### config.mk
export PLATFORM = sky130hd
export DESIGN_NAME = uart_cmd_master
export DESIGN_NICKNAME = d
export VERILOG_FILES = /design/src/rtl/uart_cmd_master.sv
export SDC_FILE = /design/constraint.sdc
export NUM_CORES = 1
export LEC_CHECK = 0
export ABC_AREA = 1
export CAP_MARGIN = 15
export CORE_MARGIN = 5
export CORE_UTILIZATION = 50
export DETAILED_ROUTE_END_ITERATION = 6
export DONT_BUFFER_PORTS = 1
export PLACE_DENSITY = 0.77
export SETUP_SLACK_MARGIN = 0.4
export SYNTH_ARGS = -nofsm -noshare
export SYNTH_HDL_FRONTEND = slang
export SYNTH_SLANG_ARGS = --single-unit
### constraint.sdc
create_clock -name CLK -period 2.2 [get_ports CLK]
set_input_delay 0.33 -clock CLK [delete_from_list [all_inputs] [get_ports CLK]]
set_output_delay 0.33 -clock CLK [all_outputs]
set_load 0.02 [all_outputs]
### src/rtl/uart_cmd_master.sv
// Host-side UART command initiator: frames one command onto a TX byte
// stream, then gathers the response bytes with an inter-byte timeout.
module uart_cmd_master #(
    parameter logic [7:0] WR_CMD      = 8'hAA,
    parameter logic [7:0] RD_CMD      = 8'hBB,
    parameter logic [7:0] ALU_OP_CMD  = 8'hCC,
    parameter logic [7:0] ALU_NOP_CMD = 8'hDD,
    parameter int TIMEOUT_WIDTH = 16,
    parameter logic [TIMEOUT_WIDTH-1:0] TIMEOUT_CYCLES = 16'hFFFF
) (
    input  logic        CLK,
    input  logic        RST,
    input  logic        CMD_VALID,
    output logic        CMD_READY,
    input  logic [1:0]  CMD_OP,
    input  logic [3:0]  CMD_ADDR,
    input  logic [7:0]  CMD_DATA_A,
    input  logic [7:0]  CMD_DATA_B,
    input  logic [3:0]  CMD_FUN,
    output logic [7:0]  TX_DATA,
    output logic        TX_VALID,
    input  logic        TX_READY,
    input  logic [7:0]  RX_DATA,
    input  logic        RX_VALID,
    output logic [15:0] RSP_DATA,
    output logic        RSP_VALID,
    output logic        RSP_TIMEOUT,
    output logic        BUSY
);

    typedef enum logic [1:0] {
        IDLE     = 2'd0,
        SEND     = 2'd1,
        WAIT_RSP = 2'd2
    } state_t;

    localparam logic [1:0] OP_WR  = 2'b00;
    localparam logic [1:0] OP_RD  = 2'b01;
    localparam logic [1:0] OP_ALU = 2'b10;

    localparam logic [TIMEOUT_WIDTH-1:0] TMO_LIM =
        TIMEOUT_CYCLES - TIMEOUT_WIDTH'(1);

    state_t state;
    state_t state_nxt;

    logic [1:0]  op_q;
    logic [3:0]  addr_q;
    logic [3:0]  fun_q;
    logic [7:0]  a_q;
    logic [7:0]  b_q;
    logic [1:0]  idx_q;
    logic        rx_cnt_q;
    logic [7:0]  rx0_q;
    logic [TIMEOUT_WIDTH-1:0] tmo_q;
    logic [15:0] rsp_data_q;
    logic        rsp_valid_q;
    logic        rsp_timeout_q;

    logic [7:0] frame_byte;
    logic [1:0] last_idx;
    logic       last_byte;
    logic       cmd_fire;
    logic       tx_fire;
    logic       rx_take;
    logic       rx_final;
    logic       expire;

    assign CMD_READY = (state == IDLE);
    assign BUSY      = (state != IDLE);
    assign TX_VALID  = (state == SEND);
    assign TX_DATA   = (state == SEND) ? frame_byte : 8'h00;
    assign RSP_DATA    = rsp_data_q;
    assign RSP_VALID   = rsp_valid_q;
    assign RSP_TIMEOUT = rsp_timeout_q;

    assign cmd_fire  = CMD_VALID && CMD_READY;
    assign tx_fire   = (state == SEND) && TX_READY;
    assign last_byte = (idx_q == last_idx);
    assign rx_take   = (state == WAIT_RSP) && RX_VALID;
    assign rx_final  = rx_take && ((op_q == OP_RD) || rx_cnt_q);
    // A byte arriving on the expiry cycle takes priority over the timeout.
    assign expire    = (state == WAIT_RSP) && !RX_VALID
                       && (tmo_q == TMO_LIM);

    always_comb begin
        last_idx = 2'd1;
        unique case (op_q)
            OP_WR:   last_idx = 2'd2;
            OP_RD:   last_idx = 2'd1;
            OP_ALU:  last_idx = 2'd3;
            default: last_idx = 2'd1;
        endcase
    end

    always_comb begin
        frame_byte = 8'h00;
        unique case (op_q)
            OP_WR: begin
                unique case (idx_q)
                    2'd0:    frame_byte = WR_CMD;
                    2'd1:    frame_byte = {4'h0, addr_q};
                    default: frame_byte = a_q;
                endcase
            end
            OP_RD: begin
                frame_byte = (idx_q == 2'd0) ? RD_CMD : {4'h0, addr_q};
            end
            OP_ALU: begin
                unique case (idx_q)
                    2'd0:    frame_byte = ALU_OP_CMD;
                    2'd1:    frame_byte = a_q;
                    2'd2:    frame_byte = b_q;
                    default: frame_byte = {4'h0, fun_q};
                endcase
            end
            default: begin
                frame_byte = (idx_q == 2'd0) ? ALU_NOP_CMD : {4'h0, fun_q};
            end
        endcase
    end

    always_ff @(posedge CLK or posedge RST) begin
        if (RST) begin
            state <= IDLE;
        end else begin
            state <= state_nxt;
        end
    end

    always_comb begin
        state_nxt = state;
        unique case (state)
            IDLE: begin
                if (cmd_fire) state_nxt = SEND;
            end
            SEND: begin
                if (tx_fire && last_byte) begin
                    state_nxt = (op_q == OP_WR) ? IDLE : WAIT_RSP;
                end
            end
            WAIT_RSP: begin
                if (rx_final || expire) state_nxt = IDLE;
            end
            default: state_nxt = IDLE;
        endcase
    end

    always_ff @(posedge CLK or posedge RST) begin
        if (RST) begin
            op_q          <= 2'b00;
            addr_q        <= 4'h0;
            fun_q         <= 4'h0;
            a_q           <= 8'h00;
            b_q           <= 8'h00;
            idx_q         <= 2'd0;
            rx_cnt_q      <= 1'b0;
            rx0_q         <= 8'h00;
            tmo_q         <= '0;
            rsp_data_q    <= 16'h0000;
            rsp_valid_q   <= 1'b0;
            rsp_timeout_q <= 1'b0;
        end else begin
            rsp_valid_q   <= 1'b0;
            rsp_timeout_q <= 1'b0;
            if (cmd_fire) begin
                op_q     <= CMD_OP;
                addr_q   <= CMD_ADDR;
                fun_q    <= CMD_FUN;
                a_q      <= CMD_DATA_A;
                b_q      <= CMD_DATA_B;
                idx_q    <= 2'd0;
                rx_cnt_q <= 1'b0;
                rx0_q    <= 8'h00;
                tmo_q    <= '0;
            end
            if (tx_fire) begin
                if (last_byte) begin
                    idx_q <= 2'd0;
                    tmo_q <= '0;
                    if (op_q == OP_WR) begin
                        rsp_valid_q <= 1'b1;
                        rsp_data_q  <= 16'h0000;
                    end
                end else begin
                    idx_q <= idx_q + 2'd1;
                end
            end
            if (rx_take) begin
                tmo_q <= '0;
                if (rx_final) begin
                    rsp_valid_q <= 1'b1;
                    rsp_data_q  <= (op_q == OP_RD) ? {8'h00, RX_DATA}
                                                   : {RX_DATA, rx0_q};
                end else begin
                    rx0_q    <= RX_DATA;
                    rx_cnt_q <= 1'b1;
                end
            end else if (expire) begin
                rsp_timeout_q <= 1'b1;
                rsp_data_q    <= {8'h00, rx0_q};
            end else if (state == WAIT_RSP) begin
                tmo_q <= tmo_q + TIMEOUT_WIDTH'(1);
            end
        end
    end

endmodule

After elaboration in Yosys (flattened, before gate mapping)
Cells that the tools add are included.

cells by class
  $add $sub $neg = 2
  equality and inequality tests = 11
  muxes and demuxes = 41
  reductions and logical operators = 16

operators with widths
  kind                   count
  $mux 16                13
  $mux 8                 6
  $pmux 8 s3             2
  $add 16x1->16 const B  1
  $eq 16x16->1 const B   1
  $pmux 8 s2             1
  $mux 2                 7
  $mux 1                 10
  $logic_and 1x1->1      7
  $eq 2x1->1 const B     3
  $eq 2x2->1 const B     3
  $logic_not 2->1        3
  $ne 2x1->1 const B     3
  $pmux 2 s3             1
  $pmux 2 s2             1
  $reduce_bool 2->1      2
  $reduce_and 3->1       1
  $add 2x1->2 const B    1
  $eq 2x2->1             1
  $logic_or 1x1->1       2
  $logic_not 1->1        1

storage, ports and cells
  bits in registers = 73
  input bits = 39
  logic and storage cells = 83

Logic depth before layout (Yosys ltp)
  depth after elaboration = 8
  gate-level depth with buffers = 12

Worst setup path after synthesis
Ideal clock, no wire load.

  path type = register to output
  start point = register idx_q[1]
  end point = output port TX_DATA[1]
  arrival = 1621 ps
  path slack = 249 ps
  cell stages (with the launch flop) = 8
  path buffers = 1
  path through = dfrtp_1 inv_1 ha_1 clkbuf_1 inv_1 nand2_1 o211ai_1 a31oi_1

on the way
  cells in the longest elaborated chain, start to end = 4

ends and longest elaborated chain
  element                             line  RTL
  start, declared                     52    logic [1:0] idx_q;
  start signal, assigned              186   idx_q <= idx_q + 2'd1;
  $eq 2x2->1 (tied with other cells)  110   unique case (idx_q)
  $pmux 8 s3 (tied with other cells)  110
  $pmux 8 s3 (*)                      98    unique case (op_q)
  $mux 8 (*)                          72    assign TX_DATA = (state == SEND) ? frame_byte : 8'h00;
  end, declared                       20    output logic [7:0] TX_DATA,

Every way passes the cells marked *; elsewhere a longest branch is shown, timed or not.

Final worst setup path
  start point = register idx_q[0]
  end point = output port TX_DATA[7]

The elaborated chain is that of the path after synthesis.

==> reports/metrics.csv <==
stage,metric,value,unit
setup_path,start_kind,register,
setup_path,max_stage_delay,0.43,ns
clocking,clockBufferDepth,2,
synth,postSynthCellCount,550,
route,highest_layer,met4,
sta,hold_viol_final,0,
sta,fin_crit,2.14,ns
route,vias,3730,
layout,final_nets,629,
sta,drv_slew,0,
route,wl_met2,5210,um
layout,syn2layout_area_growth,20.9,%
setup_path,critPathMaxFanout,6,
sta,hold_ws,0.0936,ns
route,wirelength_met1,4550,um
route,drtIter0Drc,237,
synth,synthArstFlopShare,100,%
setup_path,ff2ff_setup_slack,0.49,ns
sta,period_share,97.2,%
layout,multi_input_area,0.00203,sq mm
setup_path,crit_path_cell_trace,buf_6 > ha_4 > buf_4 > o21ai_2 > nand3_1 > a21oi_2 > buf_4,
route,met3_length,806,um
synth,syn-cell-area,0.00398,sq mm
clocking,cts_made_buffers,9,
synth,ys_seq_area_share,46.0,%
synth,synth-xor-area-share,0.441,%
synth,synth_adder_area_share,1.89,%
placed_design,dp.cells,645,
global_route,grt_pass1_vias,3575,
synth,synthFlopType,dfrtp_1,
sta,slew_headroom,53.9,%
route,drc,0,
global_route,grt_pass1_wl,17500,um
placed_design,routabilityCongestion,0.940,
layout,regArea,0.00183,sq mm
sta,finalSetupViolations,0,
job,cap_violations,0,
layout,antenna_cells,0,
floorplan,io_pins,68,
synth,synth_edf_count,0,
sta,rsz0062_at_grt,yes,
synth,synth_top_family_by_area,simple AND/OR/NAND/NOR gates,
setup_path,endpoint_kind,output pin,
clocking,clk_pin_slew,0.08,ns
power_and_ir_drop,power.density,1350,mW/mm^2
floorplan,die_h,99.2,um
setup_path,worstReg2RegEnd,RSP_DATA[0],
synth,syn_avg_cell_area,7.23,sq um
outcome,outcome,finished clean,
floorplan,coreArea,0.00773,sq mm
global_route,track_usage,21.8,%
clocking,worst_skew_pair.late_latency,0.35,ns
setup_path,critPathMostFrequentCell,buf_4,
setup_path,path_buf_inv,3,
global_route,gr-total-overflow,0,
floorplan,start_util,51.4,%
route,wl,10700,um
layout,instances_no_fill,691,
route,viasPerCell,5.40,
floorplan,rows,32,
power_and_ir_drop,vdd_drop_max,0.000726,V
worst_hold_path,worstHoldPathType,primary input to register,
clocking,root_buffer,clkbuf_8,
setup_path,cp_slowest_cell,dfrtp_1,
global_route,grt_start_max_net_pins,44,
setup_path,critPathCapture,TX_DATA[7],
sta,fmax,468,MHz
synth,muxShareOfSynthArea,0,%
layout,drive_gt1_share,19.5,%
setup_path,worstRegToRegCells,8,
synth,synth_top_cell_area_share,46.0,%
route,dr.pass1.iters,5,
layout,mostFrequentLayoutCells,"nand2_1, dfrtp_1, nand3_1, inv_1, nor2_1",
synth,synth_simple_gate_area_share,33.5,%
route,drtAntennaViolNets,0,
setup_path,r2r-start,idx_q[1],
setup_path,critPathTopFamily,buffers and inverters,
sta,fin_skew,0.0113,ns
synth,synth_compound_area_share,9.95,%
synth,synth_seq_cells,73,
synth,synth_nets,595,
synth,synth_warnings,0,
placed_design,io_buffers,0,
floorplan,die_width,99.2,um
clocking,h-tree-depth,3,
placed_design,dp_hpwl,7060,um
synth,yosys-top-cells-area,"dfrtp_1, nand2_1, nand3_1",
floorplan,dieArea,0.00983,sq mm
power_and_ir_drop,p_leak,2.39,nW
layout,layout_commonest_cell,nand2_1,
setup_path,cp-startpoint,idx_q[0],
synth,synth_top_cell_by_area,dfrtp_1,
layout,nFillCells,684,
setup_path,worst-path-stages,7,
clocking,cts.sinks,73,
sta,worstMarginPinSlew,0.691,ns
global_route,antenna_found_initial,0,
setup_path,required,1.87,ns
synth,ys_types,31,
clocking,cts_tree,done,
setup_path,cp.arrival,1.81,ns
setup_path,crit_type,register to output pin,
route,routedWlPerCell,15.4,um
## worst min path at each step
stage | startpoint | end | slack [ns] | depth (start not counted)
floorplan | b_q[0] | b_q[0] | 0.44 | 2
global placement | RST | RSP_DATA[15] | 0.32 | 1
detailed placement | RST | RSP_DATA[8] | 0.33 | 1
CTS | CMD_DATA_B[0] | b_q[0] | 0.08 | 2
global route | CMD_FUN[0] | fun_q[0] | 0.09 | 2
finish | CMD_DATA_B[0] | b_q[0] | 0.09 | 2
## metrics by stage
step                power [mW]  worst slack (ns)  cell area (sq um)  TNS, ns  utilization, %
floorplan                 3.95             0.400               4010        0               -
global placement          4.47             0.247               4140        0            53.6
detailed placement        4.51             0.187               4140        0            53.6
CTS                       6.11             0.102               4580        0            59.3
global route              6.93           -0.0340               4810  -0.0618            62.2
finish                    6.50            0.0613               4810        0            62.2
## metal layers
layer,vias to the layer above,GRT usage [%]
li1,1827,-
met1,1728,30.1
met2,162,34.3
met3,13,4.77
met4,0,7.25
met5,-,0
## report_power, final
group	total (mW)	switching, mW	internal [mW]
sequential	2.30	0.513	1.79
clock	1.21	0.559	0.653
combinational	2.99	1.85	1.14
total	6.50	2.92	3.58
## sequential cells by signal, summed over array words and instances, names as in the netlist
signal,count
RSP_DATA,16
RSP_TIMEOUT,1
RSP_VALID,1
a_q,8
addr_q,4
b_q,8
fun_q,4
idx_q,2
op_q,2
rx0_q,8
rx_cnt_q,1
state,2
tmo_q,16
## cell type report
class	instances	share of cell area (%)
clock buffer	9	2.58
multi-input combinational	394	42.2
tap	102	2.66
sequential	73	38.1
timing repair buffer	40	6.87
inverter	66	5.52
clock inverter	7	2.13
## worst register-to-register path, delay by kind of cell (launching register included)
| kind | cells | cell delay [ns] |
|---|---|---|
| buf+inv | 2 | 0.29 |
| xor+xnor | 1 | 0.19 |
| simple gates | 5 | 0.75 |
| flops | 1 | 0.42 |
## kinds of logic (layout without fill, tap and decap cells)
kind of cell | after synthesis | after routing
buf+inv | 83 | 122
simple gates | 313 | 313
fa+ha+maj | 6 | 6
compound gates | 73 | 73
flops | 73 | 73
xor+xnor | 2 | 2
## repair_timing
action / 4_1_cts / 5_1_grt
setup endpoints to repair: 19 / 39
pin swaps: 10 / 15
resized for setup: 39 / 27
hold buffers: 1 / 0
hold endpoints to repair: 30 / 0
setup buffers: 12 / 17
## cell usage after synthesis, types with 2 or more instances
master	instances
nor2_4	2
o31ai_1	2
clkbuf_1	9
ha_1	6
nor2_1	48
nor3_1	8
o21ai_0	24
xor2_1	2
o211ai_1	3
nand3_1	62
a21oi_1	19
nand4_1	5
buf_2	6
nor2_2	6
nand2_1	177
o21ai_1	17
a31oi_1	3
inv_1	59
nand2_2	3
dfrtp_1	73
inv_2	6
Power figures use the tool's default switching activity.
